$ cat src/rtl/mgmt_gpio_blink_monitor.sv
`default_nettype none
// ============================================================================
// Module      : mgmt_gpio_blink_monitor
// Description : Watches an asynchronous management GPIO pad and counts clean
//               high pulses ("blinks") of at least MIN_HIGH cycles. A run
//               passes when the latched target count is reached within the
//               latched cycle budget, and fails otherwise.
// Revision    : 1.0 - initial release
// ============================================================================
module mgmt_gpio_blink_monitor #(
   parameter int MIN_HIGH = 4,
   parameter int CNT_W    = 8,
   parameter int TMO_W    = 24
) (
   input  logic             clock,
   input  logic             resetb,
   input  logic             gpio_in,
   input  logic             enable,
   input  logic [CNT_W-1:0] target_count,
   input  logic [TMO_W-1:0] timeout_limit,
   output logic [CNT_W-1:0] blink_count,
   output logic             blink_pulse,
   output logic             busy,
   output logic             pass,
   output logic             fail,
   output logic [2:0]       state
);

   // hi_cnt only needs to reach MIN_HIGH, where it saturates
   localparam int              HI_W   = (MIN_HIGH < 1) ? 1 : $clog2(MIN_HIGH + 1);
   localparam logic [HI_W-1:0] HI_MIN = HI_W'(MIN_HIGH);

   localparam logic [2:0] ST_IDLE      = 3'd0;
   localparam logic [2:0] ST_WAIT_HIGH = 3'd1;
   localparam logic [2:0] ST_WAIT_LOW  = 3'd2;
   localparam logic [2:0] ST_PASS      = 3'd3;
   localparam logic [2:0] ST_FAIL      = 3'd4;

   logic [2:0]       r_state;
   logic [2:0]       w_state_nxt;

   logic             r_sync1;
   logic             r_gpio_s;
   logic             r_gpio_d;
   logic             w_rise;
   logic             w_fall;

   logic [CNT_W-1:0] r_target;
   logic [TMO_W-1:0] r_limit;
   logic [TMO_W-1:0] r_timer;
   logic [HI_W-1:0]  r_hi_cnt;
   logic [CNT_W-1:0] r_blink_count;
   logic             r_blink_pulse;

   logic             w_busy_st;
   logic             w_timeout;
   logic             w_blink_ok;
   logic             w_blink_final;
   logic [CNT_W-1:0] w_count_inc;

   // Edge detect on the synchronized pad level
   assign w_rise = r_gpio_s & ~r_gpio_d;
   assign w_fall = ~r_gpio_s & r_gpio_d;

   // Run events: a blink is a fall after a long-enough high phase; the
   // final blink is the one that makes the count reach the target.
   assign w_busy_st     = (r_state == ST_WAIT_HIGH) || (r_state == ST_WAIT_LOW);
   assign w_timeout     = w_busy_st && (r_timer == (r_limit - TMO_W'(1)));
   assign w_blink_ok    = (r_state == ST_WAIT_LOW) && w_fall && (r_hi_cnt >= HI_MIN);
   assign w_count_inc   = r_blink_count + CNT_W'(1);
   assign w_blink_final = w_blink_ok && (w_count_inc == r_target);

   assign state       = r_state;
   assign blink_count = r_blink_count;
   assign blink_pulse = r_blink_pulse;

   // State register
   always_ff @(posedge clock) begin
      if (!resetb) begin
         r_state <= ST_IDLE;
      end else begin
         r_state <= w_state_nxt;
      end
   end

   // Next-state logic; dropping enable aborts from any state, and a final
   // blink wins over a timeout landing on the same cycle
   always_comb begin
      w_state_nxt = r_state;
      if (!enable) begin
         w_state_nxt = ST_IDLE;
      end else begin
         case (r_state)
            ST_IDLE: begin
               if (target_count == '0) begin
                  w_state_nxt = ST_PASS;
               end else begin
                  w_state_nxt = ST_WAIT_HIGH;
               end
            end
            ST_WAIT_HIGH: begin
               if (w_timeout) begin
                  w_state_nxt = ST_FAIL;
               end else if (w_rise) begin
                  w_state_nxt = ST_WAIT_LOW;
               end
            end
            ST_WAIT_LOW: begin
               if (w_blink_final) begin
                  w_state_nxt = ST_PASS;
               end else if (w_timeout) begin
                  w_state_nxt = ST_FAIL;
               end else if (w_fall) begin
                  w_state_nxt = ST_WAIT_HIGH;
               end
            end
            ST_PASS: w_state_nxt = ST_PASS;
            ST_FAIL: w_state_nxt = ST_FAIL;
            default: w_state_nxt = ST_IDLE;
         endcase
      end
   end

   // Status outputs decoded from the current state
   always_comb begin
      busy = 1'b0;
      pass = 1'b0;
      fail = 1'b0;
      case (r_state)
         ST_WAIT_HIGH: busy = 1'b1;
         ST_WAIT_LOW:  busy = 1'b1;
         ST_PASS:      pass = 1'b1;
         ST_FAIL:      fail = 1'b1;
         default: begin
            busy = 1'b0;
            pass = 1'b0;
            fail = 1'b0;
         end
      endcase
   end

   // Two-flop synchronizer plus one delay stage for edge detection
   always_ff @(posedge clock) begin
      if (!resetb) begin
         r_sync1  <= 1'b0;
         r_gpio_s <= 1'b0;
         r_gpio_d <= 1'b0;
      end else begin
         r_sync1  <= gpio_in;
         r_gpio_s <= r_sync1;
         r_gpio_d <= r_gpio_s;
      end
   end

   // Run datapath: operand latch at start, cycle timer, high-width counter,
   // blink counter and its one-cycle strobe
   always_ff @(posedge clock) begin
      if (!resetb) begin
         r_target      <= '0;
         r_limit       <= '0;
         r_timer       <= '0;
         r_hi_cnt      <= '0;
         r_blink_count <= '0;
         r_blink_pulse <= 1'b0;
      end else begin
         r_blink_pulse <= 1'b0;
         if (r_state == ST_IDLE) begin
            if (enable) begin
               r_target      <= target_count;
               r_limit       <= timeout_limit;
               r_timer       <= '0;
               r_hi_cnt      <= '0;
               r_blink_count <= '0;
            end
         end else if (w_busy_st) begin
            r_timer <= r_timer + TMO_W'(1);
            if (r_state == ST_WAIT_HIGH) begin
               if (w_rise) begin
                  r_hi_cnt <= HI_W'(1);
               end
            end else if (r_gpio_s && (r_hi_cnt < HI_MIN)) begin
               r_hi_cnt <= r_hi_cnt + HI_W'(1);
            end
            // The count never exceeds the target, so it cannot wrap
            if (w_blink_ok && enable) begin
               r_blink_count <= w_count_inc;
               r_blink_pulse <= 1'b1;
            end
         end
      end
   end

endmodule
`default_nettype wire

$ cat config.mk
export PLATFORM = sky130hd
export DESIGN_NAME = mgmt_gpio_blink_monitor
export DESIGN_NICKNAME = d
export VERILOG_FILES = /design/src/rtl/mgmt_gpio_blink_monitor.sv
export SDC_FILE = /design/constraint.sdc
export NUM_CORES = 1
export LEC_CHECK = 0
export CORE_MARGIN = 5
export CORE_UTILIZATION = 56
export DETAILED_ROUTE_END_ITERATION = 10
export PLACE_DENSITY = 0.86
export SYNTH_ARGS = -nofsm -noshare
export SYNTH_HDL_FRONTEND = slang
export SYNTH_SLANG_ARGS = --single-unit
$ cat constraint.sdc
create_clock -name clock -period 3.8 [get_ports clock]
set_input_delay 0.57 -clock clock [delete_from_list [all_inputs] [get_ports clock]]
set_output_delay 0.57 -clock clock [all_outputs]
set_load 0.05 [all_outputs]
After elaboration in Yosys (flattened, before gate mapping)
Cells that the tools add are included.
Operators by class
  bitwise gates (word level): 6
  eq/ne operators: 10
  muxes and demuxes: 24
  reductions and logical operators: 20
  $lt $le $gt $ge: 2
  add/sub/neg operators: 4
Operator list (count)
  2-to-1 mux 24 bit: 3
  2-to-1 mux 3 bit: 11
  2-to-1 mux 8 bit: 4
  adder 24 x 1 -> 24 bit (second input constant): 1
  equality test 24 bit: 1
  subtractor 24 x 1 -> 24 bit (second input constant): 1
  one-hot mux 3 bit (5 select lines): 1
  adder 8 x 1 -> 8 bit (second input constant): 1
  equality test 8 bit: 1
  zero test 8 bit: 1
  AND reduction 2 bit: 4
  equality test 3 x 2 -> 1 bit (second input constant): 2
  logical AND 1 bit: 6
  inequality test 3 bit (second input constant): 2
  2-to-1 mux 1 bit: 4
  inequality test 4 bit (second input constant): 1
  NOT 1 bit: 4
  AND reduction 4 bit: 1
  nonzero test 2 bit: 2
  adder 3 x 1 -> 3 bit (second input constant): 1
  equality test 3 x 1 -> 1 bit (second input constant): 1
  equality test 3 bit (second input constant): 1
  greater-or-equal comparator 3 bit (second input constant): 1
  zero test 3 bit: 1
  other kinds (9): 10
Storage, ports and cells
  register bits: 74
  output and inout port bits: 15
  input bits: 36
  word-level logic and storage cells: 76

Longest topological paths before layout
  word-level depth: 8
  mapped depth: 10
  depth with buffers taken out: 10

Worst setup path before layout
Ideal clock, no wire load.
  path type: register to register
  start point: reg r_state[1] (netlist: state[1])
  end point: reg r_state[1] (netlist: state[1])
  required time: 3.670 ns
  period minus slack after synthesis: 3.062 ns
  path slack: 0.738 ns
  data arrival time: 2.932 ns
  cell stages (with the launch flop): 10
  buffers on the path: 1
  setup time: 0.130 ns
  path through: dfxtp_1 -> buf_4 -> xor2_1 -> nor2b_1 -> and3_1 -> nand4_1 -> nor4_1 -> nand4_2 -> a211oi_1 -> a2111oi_2
Between the ends
  longest elaborated chain between the ends: 6
  elaborated cells on any way between the ends: 17
  classes of those cells: eq/ne (6); mux (4); reduce/logical (7)
Ends and longest elaborated chain
  from (decl): RTL line 39  | logic [2:0] r_state;
  from (signal assigned): RTL line 82  | r_state <= w_state_nxt;
  equality test 3 x 1 -> 1 bit / equality test 3 x 2 -> 1 bit (equally long branches): RTL line 67, 93, 69
  logical OR 1 bit / logical AND 1 bit (equally long branches): RTL line 67, 69
  logical AND 1 bit, on equally long branches: RTL line 68, 69
  2-to-1 mux 3 bit / logical AND 1 bit (equally long branches): RTL line 111, 71
  2-to-1 mux 3 bit / inequality test 4 bit (equally long branches)
  one-hot mux 3 bit (5 select lines) / AND reduction 2 bit (equally long branches)
Parallel ways exist; a longest one is shown, timed or not.
A chain may end at the register's enable or synchronous reset.

Worst setup path in the final report
  start point: reg r_limit[2]
  end point: reg r_state[1] (netlist: state[1])
Between the ends
  longest elaborated chain between the ends: 6
  elaborated cells on any way between the ends: 10
  classes of those cells: add/sub (1); eq/ne (3); mux (4); reduce/logical (2)
Ends and longest elaborated chain
  from (decl): RTL line 49  | logic [TMO_W-1:0] r_limit;
  from (signal assigned): RTL line 170  | r_limit <= timeout_limit;
  subtractor 24 x 1 -> 24 bit *: RTL line 68  | assign w_timeout = w_busy_st && (r_timer == (r_limit - TMO_W'(1)));
  equality test 24 bit *: RTL line 68
  logical AND 1 bit *: RTL line 68
  2-to-1 mux 3 bit: RTL line 111  | end else if (w_timeout) begin
  2-to-1 mux 3 bit: RTL line 109  | if (w_blink_final) begin
  one-hot mux 3 bit (5 select lines): RTL line 93  | case (r_state)
Mark *: on every way between the ends. The rest lies on a longest branch, timed or not.

==> flow_summary.ini <==
[finish]
diodes = 0
final_nets = 602
post-route-util_pct = 67.64
final_common_cell = nand2_1
syn2layout_area_growth_pct = 16.87
final_cell_mix = 85 x nand2_1, 74 x dfxtp_1, 50 x clkdlybuf4s50_1, 39 x nor2_1
final_layout_size_suffix_gt1_share_pct = 6.349

[cts]
cts_setup_buffers = 0
cts_root_buf = clkbuf_8
cts_hold_buf = 0
cts_resized = 0
cts_buffers = 9
cts.clk_slew.worst_paths_ns = 0.08
clkLatencyLatePin_ns = 0.37
htreeDepth = 3
cts.sinks = 74
clock_path_buffers = 2
cts_tree = done

[detailed_routing]
num_vias = 3842
post_drt_wl_per_cell_um = 15.11
vias_per_cell = 5.769
drc = 0
dr.pass1.iters = 6
routed_wl_mm = 10.07
dr.first_iter.drc_count = 269
ant_nets = 0

[critical_path]
critPathKind = reg -> reg
cp_slowest_stage_delay_ns = 0.60
critPathArrivalTime_ns = 3.22
cpMaxStageDelayCell = nor3_1
path_cells = nor3_1 > nand3_1 > a2111oi_0 > o221ai_1 > a2111oi_2 > nand4_2 > nor3b_1 > a2111oi_2
timing.critical_path.buf_inv = 0
critPathLaunchType = flop
worstPathMaxFanout = 8
critPathCaptureType = flop
crit_family = simple AND/OR/NAND/NOR gates
cp_common_cell = a2111oi_2
required_ns = 4.06

[power_and_ir_drop]
seqPwrFrac_pct = 48.0
p_switching_w = 0.0005000
pwr-share-clk_pct = 34.1
p_total_w = 0.001746
switching_share_pct = 28.64
ir_drop_v = 0.0002127
p_int_w = 0.001246
powerDensity_mw_per_mm2 = 354.0
combPwrFrac_pct = 17.9
p_leak_nw = 1.827

[global_route]
met1_usage_pct = 25.90
use_met2_pct = 35.30
grt_max_degree = 51
use_met3_pct = 6.187
grt-busiest-layer = met2
first_global_vias = 3738
grtUsageTotal_pct = 21.18
grt_pass1_wl_mm = 16.84
grt_antenna_before_repair = 0
overflow = 0

[placed_design]
portBuffers = 50
dp_hpwl_mm = 7.365
place_congestion = 0.9146

[die]
fp.dieH_um = 96.81
rows = 31
coreArea_mm2 = 0.007292
die_area_mm2 = 0.009372
io_pins = 51
start_util_pct = 57.88
die_width_um = 96.81

[logic_synthesis]
synth_edf_count = 0
yosys_register_bits = 74
synth_nets = 560
netlist_instances = 520
syn_area_mm2 = 0.004220
synth_flop_cell = dfxtp_1
synth.avg_cell_area_um2 = 8.116
ys_warn_count = 0
yosysSeqAreaShare_pct = 35.10
ys_types = 61
async_reset_ff_share_pct = 0

[timing]
finalHoldViolations = 0
setup-violations-final = 0
drv_slew = 0
fin_skew_ns = 0.009475
fmax_mhz = 337.0
fin_crit_sh_pct = 78.10
worst_pin_slew_ns = 0.8264
fin_setup_tns_ns = 0
hold_slack_ns = 0.4522
rsz0062_at_grt = no
max_slew_margin_pct = 44.40
finalCriticalPeriod_ns = 2.968

[outcome]
status = finished, final reports clean

[flow_run]
maxCapViolations = 0

[worst_hold_path]
holdCritPathClass = reg -> reg
## flip-flops by register name, indices dropped and copies added, names as in the netlist
signal and flops:
blink_count 8, r_gpio_d 1, r_timer 24, r_hi_cnt 3, r_gpio_s 1, blink_pulse 1
r_limit 24, state 3, r_target 8, r_sync1 1
## per-layer routing
| metal | share of wire, % | vias up |
|---|---|---|
| met4 | 1.8 | 0 |
| met5 | 0 | - |
| li1 | - | 1888 |
| met1 | 42 | 1796 |
| met3 | 7.6 | 23 |
| met2 | 49 | 135 |
## path summary, 6_finish.rpt
kind | start | endpoint | cells after the start | slack [ns]
hold / removal | r_sync1 | r_gpio_s | 1 | 0.45
setup reg to reg | r_limit[2] | state[1] | 8 | 0.83
setup / recovery | r_limit[2] | state[1] | 8 | 0.83
hold reg to reg | r_sync1 | r_gpio_s | 1 | 0.45
## synthesized netlist by cell type, drive strengths merged, types with 2 or more instances
| master | count | area [µm²] |
|---|---|---|
| a21boi | 34 | 255.2 |
| nor2 | 40 | 150.1 |
| o31ai | 3 | 22.52 |
| nor3 | 15 | 75.07 |
| mux2i | 3 | 30.03 |
| a21oi | 18 | 90.09 |
| or3 | 6 | 48.80 |
| a211oi | 3 | 22.52 |
| nor3b | 11 | 82.58 |
| nor4 | 14 | 102.6 |
| or4 | 4 | 35.03 |
| nand3 | 18 | 90.09 |
| or2 | 4 | 25.02 |
| and3 | 10 | 62.56 |
| o31a | 2 | 18.77 |
| o211ai | 3 | 22.52 |
| a31oi | 2 | 12.51 |
| nand2 | 85 | 319.1 |
| o21ai | 14 | 70.06 |
| nand2b | 6 | 37.54 |
| xor2 | 34 | 297.8 |
| nand3b | 2 | 15.01 |
| buf | 5 | 35.02 |
| dfxtp | 74 | 1481 |
| ha | 4 | 50.05 |
| inv | 10 | 37.54 |
| a2111oi | 3 | 38.79 |
| nor2b | 10 | 62.56 |
| clkbuf | 17 | 63.81 |
| o211a | 2 | 20.02 |
| nand4 | 9 | 62.56 |
| or4b | 2 | 20.02 |
| xnor2 | 30 | 262.8 |
| and2 | 8 | 50.05 |
## final cells by class
cell class,instances,area (µm²)
Sequential cell,74,1481
Multi-Input combinational cell,413,2572
Fill cell,610,2360
Inverter,10,37.54
Tap cell,99,123.9
Timing Repair Buffer,54,530.5
Clock buffer,11,131.4
Clock inverter,5,55.05
## metrics by stage
stage                     area, µm²  std cells  setup slack, ns
after global routing           4932        666           0.6918
after CTS                      4932        666           0.8903
after global placement         4746        650           0.9621
after detailed placement       4746        650           0.9014
final                          4932        666           0.8323
after floorplan                4220        520           0.7381
## cell families (layout without fill, tap and decap cells)
logic type,count (synthesis),after routing,synth area share [%]
AOI/OAI and AO/OA,94,94,15.57
xor gates and xnor gates,64,64,13.28
adders and majority gates,4,4,1.186
buffers and inverters,33,80,4.002
DFF,74,74,35.10
muxes,3,3,0.7116
and+or+nand+nor,248,248,30.15
## power by group through the flow
| stage | Clock (W) | Combinational, W | Sequential, W |
|---|---|---|---|
| CTS | 0.000606 | 0.000310 | 0.000837 |
| finish | 0.000596 | 0.000312 | 0.000838 |
| detailed placement | 0 | 0.000308 | 0.000855 |
| floorplan | 0 | 0.000228 | 0.000845 |
| global placement | 0 | 0.000301 | 0.000853 |
| global route | 0.000638 | 0.000340 | 0.000842 |
No activity file was read; power rests on OpenSTA's default activity.
==> RTL edit 1, RTL diff (same flow settings) <==
The parameter `CNT_W` goes from 8 to 7.
--- a/src/rtl/mgmt_gpio_blink_monitor.sv
+++ b/src/rtl/mgmt_gpio_blink_monitor.sv
@@ -9,7 +9,7 @@
 // ============================================================================
 module mgmt_gpio_blink_monitor #(
    parameter int MIN_HIGH = 4,
-   parameter int CNT_W    = 8,
+   parameter int CNT_W    = 7,
    parameter int TMO_W    = 24
 ) (
    input  logic             clock,
Ports: changed (resized blink_count and target_count); port bits go from 51 to 49. No check against the original RTL was run, so the function may have changed too.
==> RTL edit 1 against the original RTL <==
- register-to-register slack improved by 0.20 ns
- critical path type is now reg -> out
- synthesized area fell by 1.5%
- sequential cell count fell by 2
- clock skew fell by 0.0015 ns
- maximum frequency fell by 0.17%
- worst setup slack got worse by 0.0052 ns
- final area fell by 1.7%
- global-route usage rose by 1.5 points
- largest cell class unchanged
- power rose by 1.8%
- wire length fell by 0.73%
==> RTL edit 1: results (changes against the original RTL) <==
metric,value,unit,change
layout-drive-gt1-share,6.35,%,about the same
p_int,1.28,mW,+3.1%
dr.first_iter.drc_count,324,,+20%
drt-vias-per-instance,5.78,,+0.19%
portBuffers,48,,-4.0%
cp_slowest_cell,clkdlybuf4s50_1,,
outcome,"finished, final reports clean",,
yosys-top-cells-area,"dfxtp_1 (35%), nand2_1 (8.6%), a21boi_0 (6.7%), xnor2_1 (6.1%), xor2_1 (4.8%)",,
grt_pass1_vias,3592,,-3.9%
grt_pass1_wl,16500,microns,-1.8%
grt_util_met1,28.4,%,+2.5 points
dp.cells,634,,-2.5%
seq_area_frac_synth,34.7,%,-0.41 points
synth_common_cells,"nand2_1 (95), dfxtp_1 (72), nor2_1 (43)",,
track_usage,22.6,%,+1.5 points
whs,0.438,ns,-0.0146 ns
peakVddDrop,0.250,mV,+18%
ys_types,66,,+8.2%
grt_max_degree,48,,-5.9%
vias,3757,,-2.2%
place_area,4640,sq um,-2.3%
dr_wl_met3,503,microns,-34%
critPathMaxFanout,12,,+4
wl_met2,4920,microns,+0.70%
hpwl,7250,microns,-1.5%
cpLargestDelayFamily,buffers and inverters,,
avgRoutedWirePerCell,15.4,microns,+1.7%
==> RTL edit 1: changes by cell type after synthesis, moves of 4 or more <==
cell | before | now
inv_1 | 10 | 4
nand2_1 | 85 | 95
nand3_1 | 18 | 12
nand4_1 | 8 | 13
nor3b_1 | 11 | 3
nor4_1 | 13 | 7
or3b_1 | 0 | 4
xor2_1 | 34 | 23
==> RTL edit 1: final timing paths <==
| kind | from | endpoint | cells after the start |
|---|---|---|---|
| min reg2reg | r_sync1$_SDFF_PN0_ | r_gpio_s$_SDFF_PN0_ | 1 |
| min | r_sync1$_SDFF_PN0_ | r_gpio_s$_SDFF_PN0_ | 1 |
| max reg2reg | r_limit[0]$_SDFFE_PN0P_ | state[1]$_SDFFE_PN0P_ | 10 |
| max | state[1]$_SDFFE_PN0P_ | busy | 3 |
==> RTL edit 1: cells by family after synthesis <==
group	count (synthesis)
muxes	2
xor gates and xnor gates	52
DFF	72
AOI/OAI and AO/OA	92
buffers and inverters	29
and+or+nand+nor	257
adders and majority gates	5
==> RTL edit 1: power by group through the flow <==
| stage | clock network, mW | registers, mW | logic [mW] |
|---|---|---|---|
| floorplan | 0 | 0.823 | 0.217 |
| CTS | 0.663 | 0.817 | 0.295 |
| detailed placement | 0 | 0.835 | 0.293 |
| global placement | 0 | 0.833 | 0.282 |
| global route | 0.700 | 0.822 | 0.324 |
| finish | 0.663 | 0.817 | 0.297 |
==> RTL edit 1: cell type report <==
type / count / area [sq um]
fillers: 576 / 2400
inverters: 4 / 15.0
clock inverters: 5 / 81.3
repair buffers: 51 / 503
flip-flops and latches: 72 / 1440
clock buffers: 11 / 131
well taps: 99 / 124
multi-input cells: 408 / 2550
==> RTL edit 2, RTL diff (same flow settings) <==
Made on the original files. Register the inputs `gpio_in`, `enable`, `target_count` and `timeout_limit` before use, with the module's reset. The logic sees them one clock later.
--- a/src/rtl/mgmt_gpio_blink_monitor.sv
+++ b/src/rtl/mgmt_gpio_blink_monitor.sv
@@ -36,6 +36,25 @@
    localparam logic [2:0] ST_PASS      = 3'd3;
    localparam logic [2:0] ST_FAIL      = 3'd4;
 
+   logic gpio_q;
+   logic enable_q;
+   logic [CNT_W-1:0] target_count_q;
+   logic [TMO_W-1:0] timeout_limit_q;
+
+   always_ff @(posedge clock) begin
+      if (!resetb) begin
+         gpio_q          <= '0;
+         enable_q        <= '0;
+         target_count_q  <= '0;
+         timeout_limit_q <= '0;
+      end else begin
+         gpio_q          <= gpio_in;
+         enable_q        <= enable;
+         target_count_q  <= target_count;
+         timeout_limit_q <= timeout_limit;
+      end
+   end
+
    logic [2:0]       r_state;
    logic [2:0]       w_state_nxt;
 
@@ -87,12 +106,12 @@
    // blink wins over a timeout landing on the same cycle
    always_comb begin
       w_state_nxt = r_state;
-      if (!enable) begin
+      if (!enable_q) begin
          w_state_nxt = ST_IDLE;
       end else begin
          case (r_state)
             ST_IDLE: begin
-               if (target_count == '0) begin
+               if (target_count_q == '0) begin
                   w_state_nxt = ST_PASS;
                end else begin
                   w_state_nxt = ST_WAIT_HIGH;
@@ -146,7 +165,7 @@
          r_gpio_s <= 1'b0;
          r_gpio_d <= 1'b0;
       end else begin
-         r_sync1  <= gpio_in;
+         r_sync1  <= gpio_q;
          r_gpio_s <= r_sync1;
          r_gpio_d <= r_gpio_s;
       end
@@ -165,9 +184,9 @@
       end else begin
          r_blink_pulse <= 1'b0;
          if (r_state == ST_IDLE) begin
-            if (enable) begin
-               r_target      <= target_count;
-               r_limit       <= timeout_limit;
+            if (enable_q) begin
+               r_target      <= target_count_q;
+               r_limit       <= timeout_limit_q;
                r_timer       <= '0;
                r_hi_cnt      <= '0;
                r_blink_count <= '0;
@@ -182,7 +201,7 @@
                r_hi_cnt <= r_hi_cnt + HI_W'(1);
             end
             // The count never exceeds the target, so it cannot wrap
-            if (w_blink_ok && enable) begin
+            if (w_blink_ok && enable_q) begin
                r_blink_count <= w_count_inc;
                r_blink_pulse <= 1'b1;
             end
Check against the original RTL: not equivalent (a bounded check fails within 4 cycles, from zero or initial values and one cycle with resetb low).
==> RTL edit 2 against the original RTL <==
- final area up 18%
- worst setup slack worse by 0.29 ns
- sequential power up 42%
- synthesized area up 20%
- largest cell class unchanged
- wire length up 19%
- global-route usage up 0.34 points
- clock power up 23%
- power up 24%
- sequential cell count up 34
==> RTL edit 2: results (changes against the original RTL) <==
metric,value,unit,change
r2r-start,r_limit[0]$_SDFFE_PN0P_,,
seq_area_frac_synth,42.7,%,+7.6 points
gp_congestion,0.975,,+6.6%
portBuffers,50,,unchanged
clkTransAtPathRegs,0.11,ns,+0.03 ns
dp.cells,748,,+15%
switching_power,0.569,mW,+14%
tritoncts.num_buffers,9,,unchanged
critPathMaxFanout,6,,-2
ys_types,59,,-3.3%
clk_latency,0.37,ns,about the same
p_leak,2.09,nW,+14%
min_path_cells,2,,+1
antenna_found_initial,0,,unchanged
tightest_slew,1.08,ns,+0.257 ns
synthFlopType,dfxtp_1,,
cp_slowest_stage_delay,0.57,ns,-0.03 ns
cpLargestDelayFamily,simple AND/OR/NAND/NOR gates,,
clk_path_buf_depth,2,,unchanged
final.setup_skew,0.0139,ns,+0.00447 ns
track_usage,21.5,%,+0.34 points
cts_repair_resize_count,0,,unchanged
min-delay-start,timeout_limit_q[6]$_SDFF_PN0_,,
timing.reg2reg.setup_slack,0.54,ns,-0.29 ns
hp-class,reg -> reg,,
grt_pass1_wl,19800,microns,+17%
nets,691,,+15%
routed_wl,12000,microns,+19%
ys_warn_count,0,,unchanged
whs,0.442,ns,-0.0102 ns
dr.first_iter.drc_count,228,,-15%
outcome,"finished, final reports clean",,
syn-num-nets,654,,+17%
grt_pass1_vias,4195,,+12%
h-tree-depth,3,,unchanged
hold_path_end,r_limit[6]$_SDFFE_PN0P_,,
layout-drive-gt1-share,6.25,%,-0.099 points
synth-async-reset-ratio,0,%,unchanged
worst_r2r_endpoint,state[1]$_SDFFE_PN0P_,,
cp_slowest_cell,nor4b_2,,
cts-root-buf,clkbuf_8,,
crit_type,reg -> reg,,
yosys-top-cells-area,"dfxtp_1 (43%), nand2_1 (6.7%), a21oi_1 (6.2%), and2_1 (5.2%), xnor2_1 (4.8%)",,
rr_worst_depth,9,,+1
grt_max_degree,64,,+25%
diodes,0,,unchanged
peakVddDrop,0.213,mV,about the same
drtPass1Iterations,5,,-1
arrival,3.52,ns,+0.30 ns
cts_setup_buffers,0,,unchanged
synthCells,614,,+18%
synth_common_cells,"dfxtp_1 (108), nand2_1 (90), a21oi_1 (63)",,
hpwl,8600,microns,+17%
drt-vias-per-instance,5.85,,+1.5%
nFillCells,708,,+16%
avgRoutedWirePerCell,15.7,microns,+3.6%
reg_top3,"r_limit (24), r_timer (24), timeout_limit_q (24)",,
[RTL edit 2: layout make-up]
class	instances	area, sq um	share of cell area, %
Sequential cell	108	2160	37.1
Clock inverter	6	80.1	1.37
Inverter	10	37.5	0.644
Timing Repair Buffer	55	538	9.23
Clock buffer	10	128	2.19
Multi-Input combinational cell	467	2750	47.1
Tap cell	108	135	2.32
[RTL edit 2: logic make-up (layout without fill, tap and decap cells)]
kind of cell | Yosys count | in the layout | synth area share [%]
AND/OR/NAND/NOR | 287 | 287 | 29.2
AO/OA/AOI/OAI | 123 | 123 | 14.5
flip-flops | 108 | 108 | 42.7
XOR/XNOR | 42 | 42 | 7.26
buffers and inverters | 39 | 81 | 3.11
multiplexers | 11 | 11 | 2.27
adder cells (fa/ha/maj) | 4 | 4 | 0.988
[RTL edit 2: worst min-delay path, stage by stage, from the launching register on]
cell and delay, ns:
dfxtp_1 0.31, nand2_1 0.04, a21oi_1 0.05
[RTL edit 2: per-stage QoR]
step	utilization, %	power, mW	cell area (sq um)	setup slack, ns
global route	66.5	2.27	5830	0.372
finish	66.5	2.17	5830	0.541
detailed placement	64.1	1.46	5620	0.622
CTS	66.5	2.18	5830	0.547
floorplan	-	1.38	5070	0.969
global placement	64.1	1.45	5620	0.703
[RTL edit 2: per-layer routing]
layer / routed length, microns / track usage, %
met1: 5540 / 30.6
met2: 5540 / 32.7
met3: 782 / 5.18
met4: 106 / 5.75
met5: 0 / 0
[RTL edit 2: power by group through the flow]
| stage | clock, mW | sequential [mW] | combinational, mW |
|---|---|---|---|
| after floorplan | 0 | 1.21 | 0.172 |
| final | 0.732 | 1.19 | 0.245 |
| after global routing | 0.802 | 1.19 | 0.270 |
| after CTS | 0.743 | 1.19 | 0.245 |
| after global placement | 0 | 1.21 | 0.238 |
| after detailed placement | 0 | 1.21 | 0.244 |
